--- src/rtl/uart_tx_arbiter.sv ---
// Round-robin arbiter sharing one TxControl among NUM_REQ byte sources.
// Define UART_ARB_LOCK_EN to add lock_in, which keeps multi-byte packets unbroken.
module uart_tx_arbiter #(
    parameter int NUM_REQ      = 4,
    parameter int GRANT_W      = 2,
    parameter int WR_PULSE     = 5,
    parameter int BUSY_TIMEOUT = 16
) (
    input  logic                 clk_in,
    input  logic                 n_reset_in,
    input  logic                 enable_in,
    input  logic [NUM_REQ-1:0]   req_in,
    input  logic [NUM_REQ*8-1:0] data_in,
`ifdef UART_ARB_LOCK_EN
    input  logic [NUM_REQ-1:0]   lock_in,
`endif
    output logic [NUM_REQ-1:0]   ack_out,
    output logic [GRANT_W-1:0]   grant_out,
    output logic                 busy_out,
    output logic                 err_out,
    output logic [7:0]           tx_data_out,
    output logic                 tx_n_wr_out,
    input  logic                 tx_rdy_in
);

    typedef enum logic [1:0] {
        IDLE,
        WRITE,
        WAIT_BUSY,
        WAIT_DONE
    } state_t;

    state_t               state_q, state_d;
    logic [7:0]           cnt_q, cnt_d;
    logic [GRANT_W-1:0]   ptr_q, ptr_d;
    logic [GRANT_W-1:0]   grant_d;
    logic [7:0]           data_d;
    logic [NUM_REQ-1:0]   ack_d;
    logic                 n_wr_d;
    logic                 busy_d;
    logic                 err_d;
    logic                 any_req;
    logic                 hi_found;
    logic [GRANT_W-1:0]   hi_idx, lo_idx, win;
    logic [7:0]           win_byte;

    assign any_req = |req_in;

    // Lowest set bit above the pointer wins, else lowest set bit overall.
    always_comb begin
        hi_found = 1'b0;
        hi_idx   = '0;
        lo_idx   = '0;
        for (int j = NUM_REQ - 1; j >= 0; j--) begin
            if (req_in[j]) begin
                if (j > int'(ptr_q)) begin
                    hi_found = 1'b1;
                    hi_idx   = GRANT_W'(j);
                end else begin
                    lo_idx = GRANT_W'(j);
                end
            end
        end
        win = hi_found ? hi_idx : lo_idx;
`ifdef UART_ARB_LOCK_EN
        for (int j = 0; j < NUM_REQ; j++) begin
            if (GRANT_W'(j) == grant_out && req_in[j] && lock_in[j])
                win = GRANT_W'(j);
        end
`endif
        win_byte = '0;
        for (int j = 0; j < NUM_REQ; j++) begin
            if (GRANT_W'(j) == win)
                win_byte = data_in[8*j +: 8];
        end
    end

    always_comb begin
        state_d = state_q;
        cnt_d   = cnt_q;
        ptr_d   = ptr_q;
        grant_d = grant_out;
        data_d  = tx_data_out;
        n_wr_d  = tx_n_wr_out;
        ack_d   = '0;
        err_d   = 1'b0;
        unique case (state_q)
            IDLE: begin
                if (enable_in && tx_rdy_in && any_req) begin
                    state_d = WRITE;
                    cnt_d   = 8'(WR_PULSE - 1);
                    ptr_d   = win;
                    grant_d = win;
                    data_d  = win_byte;
                    n_wr_d  = 1'b0;
                    for (int j = 0; j < NUM_REQ; j++)
                        ack_d[j] = (GRANT_W'(j) == win);
                end
            end
            WRITE: begin
                if (cnt_q == 8'd0) begin
                    n_wr_d  = 1'b1;
                    state_d = WAIT_BUSY;
                    cnt_d   = 8'(BUSY_TIMEOUT);
                end else begin
                    cnt_d = cnt_q - 8'd1;
                end
            end
            WAIT_BUSY: begin
                if (!tx_rdy_in) begin
                    state_d = WAIT_DONE;
                end else if (cnt_q <= 8'd1) begin
                    err_d   = 1'b1;
                    state_d = IDLE;
                end else begin
                    cnt_d = cnt_q - 8'd1;
                end
            end
            WAIT_DONE: begin
                if (tx_rdy_in)
                    state_d = IDLE;
            end
            default: state_d = IDLE;
        endcase
        busy_d = (state_d != IDLE);
    end

    always_ff @(posedge clk_in or negedge n_reset_in) begin
        if (!n_reset_in) begin
            state_q     <= IDLE;
            cnt_q       <= '0;
            ptr_q       <= GRANT_W'(NUM_REQ - 1);
            grant_out   <= '0;
            tx_data_out <= '0;
            tx_n_wr_out <= 1'b1;
            ack_out     <= '0;
            busy_out    <= 1'b0;
            err_out     <= 1'b0;
        end else begin
            state_q     <= state_d;
            cnt_q       <= cnt_d;
            ptr_q       <= ptr_d;
            grant_out   <= grant_d;
            tx_data_out <= data_d;
            tx_n_wr_out <= n_wr_d;
            ack_out     <= ack_d;
            busy_out    <= busy_d;
            err_out     <= err_d;
        end
    end

endmodule

--- config.mk ---
export PLATFORM = sky130hd
export DESIGN_NAME = uart_tx_arbiter
export DESIGN_NICKNAME = d
export VERILOG_FILES = /design/src/rtl/uart_tx_arbiter.sv
export SDC_FILE = /design/constraint.sdc
export NUM_CORES = 1
export LEC_CHECK = 0
export ABC_AREA = 0
export BUFFER_PORTS_ARGS = -buffer_cell sky130_fd_sc_hd__buf_2
export CAP_MARGIN = 40
export CORE_ASPECT_RATIO = 0.5
export CORE_MARGIN = 8
export CORE_UTILIZATION = 30
export CTS_BUF_LIST = sky130_fd_sc_hd__clkbuf_8
export CTS_CLUSTER_SIZE = 16
export DETAILED_ROUTE_END_ITERATION = 8
export PLACE_DENSITY = 0.52
export SKIP_CTS_REPAIR_TIMING = 1
export SLEW_MARGIN = 40
export SYNTH_ARGS = -nofsm -noshare
export SYNTH_HDL_FRONTEND = slang
export SYNTH_SLANG_ARGS = --single-unit
--- constraint.sdc ---
create_clock -name clk_in -period 3.5 [get_ports clk_in]
set_input_delay 1.05 -clock clk_in [delete_from_list [all_inputs] [get_ports clk_in]]
set_output_delay 1.05 -clock clk_in [all_outputs]
set_load 0.02 [all_outputs]
==> metrics.txt <==
Worst path slowest cell=or4_4; final WL=4711 microns; Critical Path Source Type=input pin; Top delay family on crit path=simple AND/OR/NAND/NOR gates; die area=8780 sq um; Synthesized Nets=237; fin crit share=72.91%; CP arrival=2720 ps; Tot Pwr=0.001888 W; RePlAce Congestion=just over 0.8; vias in the first global route=1,717; H-tree levels=2; Tot GR Track Use=10.98%; Reg clk slew, reported paths=60 ps; vias per cell=between 5 and 6; number of synthesized flops with an enable pin=0; Max Fclk=0.3919 GHz; hold slack=around 470 ps; Final ANT Viol Nets=0; CP required=roughly 3700 ps; Final WS setup=948.3 ps; unrepaired setup endpoints after global routing=false; Clock Sink Count=29; hpwl dp=roughly 3600 microns; CTS Buf Count=5; pwr dens=867.1 nW/um^2; layout cells sized above 1=30.20%; row count=19; share of the yosys chip area belonging to registers=41.11%; peak supply drop=roughly 0.25 mV; CP Capture Type=flop; Layout Area Growth over Synthesis=22.71%; Filler Cells Inserted=586; Root Driver=clkbuf_8; slew at the pin closest to its max-slew limit=669.7 ps; fin nets=291; drc violations=0; Syn Inst Count=190; # Max-Cap Violations=0; FF+latch area=729.5 sq um; core area=5587 sq um; Multi-input gate area=944.7 sq um; Syn Area/Cell=9.338 sq um; Clk Latency, worst-skew pair=280 ps; vias=about 1,600; post-synthesis cell type count=46; Final Non-Filler Cells=318; DP Cell Count=310; Final Hold Vio Count=0; Die H=70.38 microns; largest net degree at the start of global routing=30; Max Slew Vio Count=0; total grt overflow=0; # setup viols final=0; worst-path fanout max=14; Die Span X=roughly 120 microns; DR pass1 iterations=4; # port buffers=56; crit path time final=2552 ps; Yosys warning count=0; Fin Clk Skew=8.792 ps; CP max stage delay=about 560 ps; wire length per cell=14.81 microns; CTS tree=built; antenna violations before repair=0; Leak=1.070 nW; Critical Setup Path Class=in -> reg; total negative slack=0 ps; critical path cell sequence=buf_2 > or4_4 > nand3_1 > a221o_1 > nor2_1 > mux2_2; n_diodes=0; Max-Slew Margin vs Limit=55.35%; first-pass GRT wire length=just over 8000 microns; CTS Buffer Depth=2; Cell Area, Synth=1774 sq um; Primary FF master, synth=dfrtp_1; num ports=57; asr flop ratio synth=100.0%; DRT iter0 DRCs=74; number of synthesized register bits=29; Crit path buffers/inverters=1; Hold Path Class=reg -> reg; initial core utilization=between 30% and 40%; pre-CTS setup slack=647.1 ps; status=completed
==> Yosys cell counts (all sizes together) (6+ instances only) <==
master	n	area [sq um]
a21oi	13	65.06
nor2	20	75.07
o22ai	7	43.79
mux2i	9	90.09
o21ai	6	30.03
inv	9	33.78
nand2	18	67.56
buf	8	58.80
ha	7	87.58
dfrtp	26	650.6
==> cell families (layout without fill, tap and decap cells) <==
logic type	Yosys count	in the layout	share of synthesized area (%)
and+or+nand+nor	66	66	19.32
DFF	29	29	41.11
buffers and inverters	19	74	5.641
muxes	10	10	5.712
adders and majority gates	7	7	4.936
AOI/OAI and AO/OA	59	59	23.27
==> routing by layer <==
metal  part of all wire, %  global-route usage, %  vias to the layer above  wire [microns]
li1                      -                      -                      809               -
met1                    43                  12.24                      765            2047
met2                    51                  19.69                       29            2405
met3                   4.8                  2.937                        2             224
met4                  0.72                  4.238                        0              34
met5                     0                      0                        -               0
==> layout by cell type (no fill, tap or decap), drive strengths merged, types with 2 or more instances in the layout <==
cell type / instances
clkbuf: 6
dfrtp: 26
nor2b: 3
ha: 7
nor2: 20
a21o: 2
nand2: 18
dfstp: 3
nor3: 5
o21bai: 2
o221ai: 5
and3: 2
nand2b: 3
o21ai: 6
or2: 2
mux2i: 9
nand3: 3
o31ai: 2
o21a: 3
nand4: 2
inv: 11
nor4: 2
o22ai: 7
a21oi: 13
a221oi: 3
a31o: 2
a22oi: 5
buf: 57
and2: 3
==> worst register-to-register path: cells and delay by family, from the launching register on <==
family	cells	cell delay (ps)
buf+inv	1	100
fa+ha+maj	1	250
compound gates	4	1190
flops	1	400
simple gates	1	250
==> flip-flops by register name, indices dropped and copies added, names as in the netlist <==
register and count:
grant_out 2, tx_n_wr_out 1, state_q 2, ack_out 4
tx_data_out 8, busy_out 1, err_out 1, cnt_q 8
ptr_q 2
==> area by class of cell <==
cell class,instances,area share (%)
flip-flops and latches,29,33.51
repair buffers,57,13.22
clock inverters,2,0.3448
clock buffers,6,3.793
multi-input cells,142,43.39
well taps,73,4.195
inverters,9,1.552
==> worst paths after layout <==
kind                       slack, ps  cells past startpoint        endpoint    startpoint
hold / removal                   470                      1    grant_out[1]  grant_out[1]
max in group asynchronous       2260                      1  tx_data_out[3]    n_reset_in
setup / recovery                 950                      6        cnt_q[0]     req_in[0]
setup reg to reg                1210                      7        cnt_q[3]      cnt_q[0]
hold reg to reg                  470                      1    grant_out[1]  grant_out[1]
min in group asynchronous        800                      1        cnt_q[2]    n_reset_in
==> per-stage QoR <==
step                instance area, sq um  utilization, %
floorplan                           1774               -
global placement                    2087           37.36
detailed placement                  2087           37.36
CTS                                 2177           38.97
global route                        2177           38.97
finish                              2177           38.97
==> where the power goes <==
part	internal [W]	leakage [nW]	total, W	switching [W]
logic	0.000408	0.650	0.00102	0.000608
registers	0.000479	0.366	0.000594	0.000115
clock network	0.000154	0.0538	0.000278	0.000123
total	0.00104	1.07	0.00189	0.000846
Note: power is estimated with default switching activity, not from simulation.
